==> src/rtl/lane_note_feeder_if.sv <==
// -----------------------------------------------------------------------------
// lane_note_feeder_if
// Video-slot register bus between the CPU side and the lane note feeder.
//   cs       chip select for this slot
//   write    write strobe (qualified by cs)
//   read     read strobe (reads have no side effects)
//   addr     slot register address, only addr[1:0] is decoded by the feeder
//   wr_data  write data
//   rd_data  read data, driven combinationally by the feeder
// The master modport is the CPU/bench side, the slave modport is the feeder.
// -----------------------------------------------------------------------------
interface lane_note_feeder_if;
  logic        cs;
  logic        write;
  logic        read;
  logic [13:0] addr;
  logic [31:0] wr_data;
  logic [31:0] rd_data;

  modport master (
    output cs,
    output write,
    output read,
    output addr,
    output wr_data,
    input  rd_data
  );

  modport slave (
    input  cs,
    input  write,
    input  read,
    input  addr,
    input  wr_data,
    output rd_data
  );
endinterface

==> src/rtl/lane_note_feeder.sv <==
// -----------------------------------------------------------------------------
// lane_note_feeder
// Upstream feeder for the lane-scrolling video core. The CPU pre-loads a FIFO
// of lane-pattern words; once per scroll step (every dvsr+1 frames) the next
// word is presented on lane_word with a one-cycle lane_load strobe.
//
// Ports:
//   clk        system clock
//   reset      asynchronous, active-high reset
//   x, y       frame-counter column / row; (0,0) marks start of frame
//   bus        slot register bus (slave side)
//                addr 00 W: push wr_data[15:0]
//                addr 01 W: dvsr <= wr_data[7:0], frame count restarts
//                addr 10 W: ctrl: bit0 enable, bit1 clear FIFO, bit2 clear flags
//                any addr R: {enable, dvsr, count, ovf, unf, full, empty}
//   lane_word  current lane pattern, lane i at bits [2i+1:2i]
//   lane_load  one-cycle strobe, lane_word updated this cycle
// -----------------------------------------------------------------------------
module lane_note_feeder #(
  parameter int ADDR_WIDTH = 6,
  parameter int LANE_COUNT = 8,
  parameter int LANE_WIDTH = 2,
  parameter int DVSR_WIDTH = 8
) (
  input  logic                             clk,
  input  logic                             reset,
  input  logic [10:0]                      x,
  input  logic [10:0]                      y,
  lane_note_feeder_if.slave                bus,
  output logic [LANE_COUNT*LANE_WIDTH-1:0] lane_word,
  output logic                             lane_load
);

  localparam int WORD_WIDTH = LANE_COUNT * LANE_WIDTH;

  localparam logic [ADDR_WIDTH:0]   FULL_COUNT = {1'b1, {ADDR_WIDTH{1'b0}}};
  localparam logic [ADDR_WIDTH:0]   CNT_ONE    = {{ADDR_WIDTH{1'b0}}, 1'b1};
  localparam logic [ADDR_WIDTH-1:0] PTR_ONE    = {{(ADDR_WIDTH-1){1'b0}}, 1'b1};
  localparam logic [DVSR_WIDTH-1:0] FCNT_ONE   = {{(DVSR_WIDTH-1){1'b0}}, 1'b1};

  // Storage and state
  logic [WORD_WIDTH-1:0] mem_r [(1<<ADDR_WIDTH)-1:0];
  logic [ADDR_WIDTH-1:0] wr_ptr_r;
  logic [ADDR_WIDTH-1:0] rd_ptr_r;
  logic [ADDR_WIDTH:0]   count_r;
  logic [DVSR_WIDTH-1:0] dvsr_r;
  logic [DVSR_WIDTH-1:0] fcnt_r;
  logic                  enable_r;
  logic                  underflow_r;
  logic                  overflow_r;
  logic                  sof_d_r;
  logic [WORD_WIDTH-1:0] lane_word_r;
  logic                  lane_load_r;

  // Decoded controls
  logic                  push_req_s;
  logic                  dvsr_wr_s;
  logic                  ctrl_wr_s;
  logic                  fifo_clr_s;
  logic                  flag_clr_s;
  logic                  tick_s;
  logic                  step_s;
  logic                  empty_s;
  logic                  full_s;
  logic                  fetch_s;
  logic                  pop_s;
  logic                  blank_s;
  logic                  push_s;
  logic                  drop_s;
  logic [31:0]           rd_data_s;
  logic                  unused_bus_s;

  // Register decode, frame tick, step and FIFO push/pop arbitration
  always_comb begin
    push_req_s = 1'b0;
    dvsr_wr_s  = 1'b0;
    ctrl_wr_s  = 1'b0;
    if (bus.cs && bus.write) begin
      case (bus.addr[1:0])
        2'b00:   push_req_s = 1'b1;
        2'b01:   dvsr_wr_s  = 1'b1;
        2'b10:   ctrl_wr_s  = 1'b1;
        default: ctrl_wr_s  = 1'b0;
      endcase
    end else begin
      ctrl_wr_s = 1'b0;
    end

    fifo_clr_s = ctrl_wr_s & bus.wr_data[1];
    flag_clr_s = ctrl_wr_s & bus.wr_data[2];

    // One tick per frame: only the first cycle the counter sits at (0,0)
    tick_s  = (x == 11'd0) && (y == 11'd0) && !sof_d_r;
    step_s  = tick_s && (fcnt_r == dvsr_r);

    empty_s = (count_r == {(ADDR_WIDTH+1){1'b0}});
    full_s  = (count_r == FULL_COUNT);

    // A same-cycle clear empties the FIFO first, so the row reads as blank
    fetch_s = step_s & enable_r;
    pop_s   = fetch_s & ~empty_s & ~fifo_clr_s;
    blank_s = fetch_s & (empty_s | fifo_clr_s);

    // At full a same-cycle pop frees the slot, so the push is kept
    push_s  = push_req_s & ~fifo_clr_s & (~full_s | pop_s);
    drop_s  = push_req_s & ~fifo_clr_s & full_s & ~pop_s;
  end

  // Status word returned on every read
  always_comb begin
    rd_data_s                     = 32'd0;
    rd_data_s[0]                  = empty_s;
    rd_data_s[1]                  = full_s;
    rd_data_s[2]                  = underflow_r;
    rd_data_s[3]                  = overflow_r;
    rd_data_s[8 +: ADDR_WIDTH+1]  = count_r;
    rd_data_s[16 +: DVSR_WIDTH]   = dvsr_r;
    rd_data_s[24]                 = enable_r;
  end

  assign bus.rd_data = rd_data_s;
  assign lane_word   = lane_word_r;
  assign lane_load   = lane_load_r;

  // Bus bits the feeder does not decode
  assign unused_bus_s = ^{bus.read, bus.addr[13:2], bus.wr_data[31:WORD_WIDTH]};

  // FIFO data array (no reset needed, validity tracked by count)
  always_ff @(posedge clk) begin
    if (push_s) begin
      mem_r[wr_ptr_r] <= bus.wr_data[WORD_WIDTH-1:0];
    end
  end

  // FIFO pointers and occupancy
  always_ff @(posedge clk or posedge reset) begin
    if (reset) begin
      wr_ptr_r <= {ADDR_WIDTH{1'b0}};
      rd_ptr_r <= {ADDR_WIDTH{1'b0}};
      count_r  <= {(ADDR_WIDTH+1){1'b0}};
    end else if (fifo_clr_s) begin
      wr_ptr_r <= {ADDR_WIDTH{1'b0}};
      rd_ptr_r <= {ADDR_WIDTH{1'b0}};
      count_r  <= {(ADDR_WIDTH+1){1'b0}};
    end else begin
      if (push_s) wr_ptr_r <= wr_ptr_r + PTR_ONE;
      if (pop_s)  rd_ptr_r <= rd_ptr_r + PTR_ONE;
      case ({push_s, pop_s})
        2'b10:   count_r <= count_r + CNT_ONE;
        2'b01:   count_r <= count_r - CNT_ONE;
        default: count_r <= count_r;
      endcase
    end
  end

  // Configuration, frame divider and sticky flags
  always_ff @(posedge clk or posedge reset) begin
    if (reset) begin
      dvsr_r      <= {DVSR_WIDTH{1'b0}};
      fcnt_r      <= {DVSR_WIDTH{1'b0}};
      enable_r    <= 1'b0;
      underflow_r <= 1'b0;
      overflow_r  <= 1'b0;
      sof_d_r     <= 1'b0;
    end else begin
      sof_d_r <= (x == 11'd0) && (y == 11'd0);

      if (dvsr_wr_s) begin
        dvsr_r <= bus.wr_data[DVSR_WIDTH-1:0];
        fcnt_r <= {DVSR_WIDTH{1'b0}};
      end else if (tick_s) begin
        fcnt_r <= step_s ? {DVSR_WIDTH{1'b0}} : fcnt_r + FCNT_ONE;
      end

      if (ctrl_wr_s) enable_r <= bus.wr_data[0];

      // A new event outranks a same-cycle flag clear
      if (blank_s)         underflow_r <= 1'b1;
      else if (flag_clr_s) underflow_r <= 1'b0;

      if (drop_s)          overflow_r  <= 1'b1;
      else if (flag_clr_s) overflow_r  <= 1'b0;
    end
  end

  // Lane output stage: new word or blank row on each enabled step
  always_ff @(posedge clk or posedge reset) begin
    if (reset) begin
      lane_word_r <= {WORD_WIDTH{1'b0}};
      lane_load_r <= 1'b0;
    end else begin
      lane_load_r <= fetch_s;
      if (pop_s)        lane_word_r <= mem_r[rd_ptr_r];
      else if (blank_s) lane_word_r <= {WORD_WIDTH{1'b0}};
      else              lane_word_r <= lane_word_r;
    end
  end

endmodule

==> src/flat_wrapper.sv <==
// flat-port wrapper written by rule: the top's interface ports become plain ports
module lane_note_feeder_flat 
#(
  parameter int ADDR_WIDTH = 6,
  parameter int LANE_COUNT = 8,
  parameter int LANE_WIDTH = 2,
  parameter int DVSR_WIDTH = 8
)
  (clk, reset, x, y, lane_word, lane_load, bus_cs, bus_write, bus_read, bus_addr, bus_wr_data, bus_rd_data);
  lane_note_feeder_if bus_i ();
  input  logic clk;
  input  logic reset;
  input  logic [10:0] x;
  input  logic [10:0] y;
  output logic [LANE_COUNT*LANE_WIDTH-1:0] lane_word;
  output logic lane_load;
  input wire logic [$bits(bus_i.cs)-1:0] bus_cs;
  input wire logic [$bits(bus_i.write)-1:0] bus_write;
  input wire logic [$bits(bus_i.read)-1:0] bus_read;
  input wire logic [$bits(bus_i.addr)-1:0] bus_addr;
  input wire logic [$bits(bus_i.wr_data)-1:0] bus_wr_data;
  output wire logic [$bits(bus_i.rd_data)-1:0] bus_rd_data;
  assign bus_i.cs = bus_cs;
  assign bus_i.write = bus_write;
  assign bus_i.read = bus_read;
  assign bus_i.addr = bus_addr;
  assign bus_i.wr_data = bus_wr_data;
  assign bus_rd_data = bus_i.rd_data;
  lane_note_feeder #(.ADDR_WIDTH(ADDR_WIDTH), .LANE_COUNT(LANE_COUNT), .LANE_WIDTH(LANE_WIDTH), .DVSR_WIDTH(DVSR_WIDTH)) u_core (.clk(clk), .reset(reset), .x(x), .y(y), .bus(bus_i), .lane_word(lane_word), .lane_load(lane_load));
endmodule
==> config.mk <==
export PLATFORM = sky130hd
export DESIGN_NAME = lane_note_feeder_flat
export DESIGN_NICKNAME = d
export VERILOG_FILES = /design/src/rtl/lane_note_feeder_if.sv /design/src/rtl/lane_note_feeder.sv /design/src/flat_wrapper.sv
export SDC_FILE = /design/constraint.sdc
export NUM_CORES = 1
export LEC_CHECK = 0
export CORE_MARGIN = 4
export CORE_UTILIZATION = 35
export CTS_BUF_LIST = sky130_fd_sc_hd__clkbuf_4
export DETAILED_ROUTE_END_ITERATION = 8
export PLACE_DENSITY_LB_ADDON = 0.3
export REMOVE_ABC_BUFFERS = 1
export SYNTH_ARGS = -nofsm -noshare
export SYNTH_HDL_FRONTEND = slang
export SYNTH_SLANG_ARGS = --single-unit
export TNS_END_PERCENT = 100
==> constraint.sdc <==
create_clock -name clk -period 3.37 [get_ports clk]
set_clock_uncertainty 0.15 [all_clocks]
set_input_delay 0.674 -clock clk [delete_from_list [all_inputs] [get_ports clk]]
set_output_delay 0.674 -clock clk [all_outputs]
set_load 0.01 [all_outputs]
After elaboration in Yosys (flattened, before gate mapping) --
Memory sizes are Yosys's and may differ from the RTL's. Cells that the tools add are included.
Word-level totals: flip-flop bits (word level) 56, bits in writable memories 1024, output and inout bits 49, memories 1
Memory list:
- u_core.mem_r | words 64, width 16, rd ports 1, clocked after memory_dff 0, wr ports 1, line lane_note_feeder.sv:42 | logic [WORD_WIDTH-1:0] mem_r [(1<<ADDR_WIDTH)-1:0];
Operators by class: add/subtract/negate cells 5, equal/unequal tests 6, muxes and demuxes 22, bitwise operators 16, reductions and logical operators 16
Operator list (number):
- two-way mux 16 bit | 2
- two-way mux 6 bit | 4
- two-way mux 8 bit | 3
- logical NOT 11 bit | 2
- case mux 7 bit (2 select lines) | 1
- adder 6 x 1 -> 6 bit (second input constant) | 2
- nonzero test 2 bit | 6
- two-way mux 1 bit | 11
- bitwise AND 1 bit | 10
- adder 8 x 1 -> 8 bit (second input constant) | 1
- equality test 8 bit | 1
- adder 7 x 1 -> 7 bit (second input constant) | 1
- equality test 7 bit (second input constant) | 1
- logical NOT 7 bit | 1
- two-way mux 7 bit | 1
- subtractor 7 x 1 -> 7 bit (second input constant) | 1
- equality test 2 x 1 -> 1 bit (second input constant) | 2
- equality test 2 bit (second input constant) | 2
- logical AND 1 bit | 4
- inverter 1 bit | 4
- nonzero test 3 bit | 1
- logical NOT 2 bit | 1
- OR 1 bit | 2
- logical NOT 1 bit | 1

Longest topological paths before layout --
Gate-level depths: netlist (run 1).
word-level depth 12, gate-level depth with buffers 15

Worst setup path after synthesis (run 1) --
No wires, ideal clock.
path type in2reg, start point input port x[4], end point register u_core.count_r[6], setup time 0.077 ns, arrival time 3.589 ns, required time 3.143 ns, setup slack -0.446 ns, stages on the path 15, path buffers 0, path through nor4_2 nand4_1 nor3_2 nand3_1 inv_1 nand2_1 nor2_1 ha_1 a21o_1 a21oi_1 o21bai_1 a21oi_1 nor3_1 o31a_1 a21oi_1
Between the ends: longest elaborated chain between the ends 12, elaborated cells between the ends (all ways) 14, those cells by class eq/ne (2); mux (2); bitwise (5); reduce/logical (5)
Ends and longest elaborated chain:
- from (decl) | line flat_wrapper.sv:13 | input logic [10:0] x;
- logical NOT 11 bit (*) | line lane_note_feeder.sv:93 | tick_s = (x == 11'd0) && (y == 11'd0) && !sof_d_r;
- logical AND 1 bit (*) (2 in series) | line lane_note_feeder.sv:93
- logical AND 1 bit (*) | line lane_note_feeder.sv:94 | step_s = tick_s && (fcnt_r == dvsr_r);
- bitwise AND 1 bit (*) | line lane_note_feeder.sv:100 | fetch_s = step_s & enable_r;
- net u_core.fetch_s | line lane_note_feeder.sv:65 | logic fetch_s;
- bitwise AND 1 bit (*) (2 in series) | line lane_note_feeder.sv:101 | pop_s = fetch_s & ~empty_s & ~fifo_clr_s;
- OR 1 bit | line lane_note_feeder.sv:105 | push_s = push_req_s & ~fifo_clr_s & (~full_s | pop_s);
- bitwise AND 1 bit | line lane_note_feeder.sv:105
- equality test 2 x 1 -> 1 bit / equality test 2 bit (equally long branches) | line lane_note_feeder.sv:148 | case ({push_s, pop_s})
- case mux 7 bit (2 select lines) | line lane_note_feeder.sv:148
- two-way mux 7 bit | line lane_note_feeder.sv:141 | end else if (fifo_clr_s) begin
- to (signal assigned) | line lane_note_feeder.sv:140 | count_r <= {(ADDR_WIDTH+1){1'b0}};
- to (signal assigned) | line lane_note_feeder.sv:149 | 2'b10: count_r <= count_r + CNT_ONE;
- to (signal assigned) | line lane_note_feeder.sv:150 | 2'b01: count_r <= count_r - CNT_ONE;
- to (decl) | line lane_note_feeder.sv:45 | logic [ADDR_WIDTH:0] count_r;
Mark *: on every way through the listed nets, which the timed path passes. The rest lies on a longest branch. A chain may end at the register's enable or synchronous reset.

Worst setup path in the final report (run 1) --
start point register u_core.count_r[2], end point output port bus_rd_data[0]
Between the ends: longest elaborated chain between the ends 1
Ends and longest elaborated chain:
- from (signal assigned) | line lane_note_feeder.sv:140
- from (signal assigned) | line lane_note_feeder.sv:144 | count_r <= {(ADDR_WIDTH+1){1'b0}};
- from (signal assigned) | line lane_note_feeder.sv:149
- logical NOT 7 bit | line lane_note_feeder.sv:96 | empty_s = (count_r == {(ADDR_WIDTH+1){1'b0}});
- to (decl) | line flat_wrapper.sv:22 | output wire logic [$bits(bus_i.rd_data)-1:0] bus_rd_data;
No other way between the ends.

==> out/results.tsv, run 1 <==
metric	value	unit
Area after DPL	0.0471	mm2
# setup viols final	0	
GRT Util Overall	0.182	
R2R depth	16	
origin of the critical flop-to-flop path	u_core.fcnt_r[3]	
Rows	126	
number of global-route vias before repair	24500	
FILL cells	10400	
grt ovf	0	
hpwl dp	73.7	mm
Die ar.	0.126	mm2
sequential share of the synthesized area	0.765	
Vias	23500	
Clock Latency Late Sink	1.16	ns
async set-reset flop share out of synthesis	0.0519	
sequential standard cell area	0.0322	mm2
average size of a mapped cell	19.7	um2
CTS root buffer	clkbuf_4	
Yosys warning count	0	
Cells after Synth	2136	
EDFF count, synth	1024	
pre-CTS WS	-0.697	ns
status	finished clean	
CP Class	reg2out	
WL final	115	mm
Max-Cap Viols	0	
Max Clk Rate	0.311	GHz
commonest cells after routing, fill and taps aside	1024 x edfxtp_1, 428 x clkbuf_4, 220 x buf_4	
max-slew violation total from the final report	0	
PortBufs	80	
Setup crit start	u_core.count_r[2]	
Final Critical Period	3.22	ns
I/O Pins	122	
Worst EP arrival	2.39	ns
DRT Pass-1 Iters	5	
Worst setup SP type	flip-flop	
GR Util met3	0.0459	
post-route ant nets	0	
initial antenna violation count	3	
CTS Sinks	1080	
Min Hold Slack	0.0794	ns
Cell variety after synth	57	
leading cell type in the layout, fill and taps excluded	edfxtp_1	
GR Layer Usage met2	0.289	
setup ws final	0.151	ns
GRT Max-Usage Layer	met2	
area occupied by multi-input gates	0.00934	mm2
Fin. Hold Viols	0	
initial core utilization	0.354	
clk buf depth	4	
CP Capture Point	bus_rd_data[0]	
Post-synth top flop	edfxtp_1	
share of cells above drive strength 1	0.336	
synthesized cell area	0.0420	mm2
detailed-route DRC error count	0	
Final period util	0.955	
Die X	355	um
Leakage	16.2	nW
drt first-iter violations	2030	
largest net degree at the start of global routing	67	
vias per std cell	5.25	
H-tree Lvls	5	
CTS tree	done	
final instance area	0.0508	mm2
Core Box Area	0.119	mm2
synthesis-stage register bit count	1080	
Worst setup EP type	primary output	
reg-to-reg endpoint	u_core.count_r[6]	
Num CTS Buffers	296	
overall power	27.0	mW
met1 usage	0.242	
post-DR wirelength/cell	25.7	um
CP Max Fanout	5	
P&R area growth vs syn	20.9	%
maximum vdd drop	0.283	mV
Hold Path Class	in2reg	
first-pass GRT wire length	167	mm
RePlAce Congestion	0.894	
worst reg-to-reg setup slack	0.30	ns
relative slew slack	0.281	
P per Cell Area	532	mW/mm2
Die Y	355	um
Worst-Margin Slew	1.08	ns
nets	2766	
Clk pin slew, worst setup/hold paths	0.07	ns
CP Data Required Time	2.55	ns
## power breakdown
group | leakage (nW) | internal (mW) | total, mW | switching (mW)
combinational | 4.18 | 0.415 | 1.07 | 0.654
sequential | 9.95 | 14.8 | 14.9 | 0.0948
clock | 2.11 | 6.00 | 11.1 | 5.10
total | 16.2 | 21.2 | 27.0 | 5.85
## Yosys cell counts (10+ instances only)
library cell	n	area [um2]
a211oi_1	12	90.1
a221oi_1	31	272
a22oi_1	30	225
buf_1	14	52.6
buf_2	27	135
buf_4	20	150
clkbuf_1	75	282
dfrtp_1	56	1400
edfxtp_1	1024	30700
mux2i_1	144	1440
mux4_2	185	4170
nand2_1	62	233
nand3_1	14	70.1
nor2_1	109	409
nor2b_1	25	156
nor3_1	21	105
o211ai_1	31	233
o21ai_0	44	220
o221ai_1	20	175
o22ai_1	54	338
o31ai_1	10	75.1
xnor2_1	20	175
## critical path, cell delays in order, from the launching register on
cell and delay [ns]:
dfrtp_2 0.44, nor2_4 0.15, and4_1 0.23, buf_4 0.17, dlygate4sd2_1 0.29
## layout make-up
type / count / share of cell area
multi-input combinational: 922 / 0.184
inverter: 9 / 0.000665
timing repair buffer: 375 / 0.0739
sequential: 1080 / 0.633
clock inverter: 54 / 0.00574
clock buffer: 428 / 0.0632
tap: 1600 / 0.0394
antenna: 10 / 0.000492
## state kept, by name (all words and copies together), names as in the netlist, 6 cells and up
signal            cells
u_core.mem_r       1024
u_core.lane_word     16
u_core.dvsr_r         8
u_core.fcnt_r         8
u_core.count_r        7
u_core.rd_ptr_r       6
u_core.wr_ptr_r       6
## metrics by stage
step                 util  cells  setup TNS [ns]
floorplan               -   2011         -255.08
global placement    0.397   3970         -316.53
detailed placement  0.397   3970         -360.31
CTS                 0.428   4465          -0.207
global route        0.428   4477         -0.0401
finish              0.428   4478               0
## cells by family after synthesis
family,count (synthesis),share of synthesized area
mux,332,0.134
buf+inv,145,0.0155
fa+ha+maj,9,0.00286
xor+xnor,23,0.00479
other cells,1,0.0000892
compound gates,269,0.0463
flops,1080,0.765
simple gates,277,0.0314
## worst min path at each step
stage / slack [ns] / startpoint / depth (start not counted) / end
floorplan: 0.32 / u_core.fcnt_r[7] / 1 / u_core.fcnt_r[7]
global placement: 0.32 / u_core.lane_word[4] / 2 / u_core.lane_word[4]
detailed placement: 0.33 / u_core.lane_word[8] / 1 / u_core.lane_word[8]
CTS: 0.01 / bus_wr_data[8] / 2 / u_core.mem_r[5][8]
global route: -0.02 / bus_wr_data[8] / 2 / u_core.mem_r[5][8]
finish: 0.08 / bus_wr_data[8] / 2 / u_core.mem_r[1][8]
## routing by layer
layer | up-vias | wire length (um)
li1 | 10100 | -
met1 | 12200 | 47300
met2 | 1004 | 55200
met3 | 204 | 9340
met4 | 2 | 3330
met5 | - | 7
## what timing repair did
item	in CTS	in global routing
hold buffers	12	0
gates resized for setup	8	8
buffers inserted	1	3
pin swaps	1	0
endpoints found under the setup margin	2	3
hold endpoints to repair	378	0
No activity file was read; power rests on OpenSTA's default activity.
==> run 2: changes to the inputs <==
--- a/config.mk
+++ b/config.mk
@@ -14,4 +14,3 @@
 export SYNTH_ARGS = -nofsm -noshare
 export SYNTH_HDL_FRONTEND = slang
 export SYNTH_SLANG_ARGS = --single-unit
-export TNS_END_PERCENT = 100
==> results of run 2 <==
Final layout, timing and power as in run 1 (identical DEF).
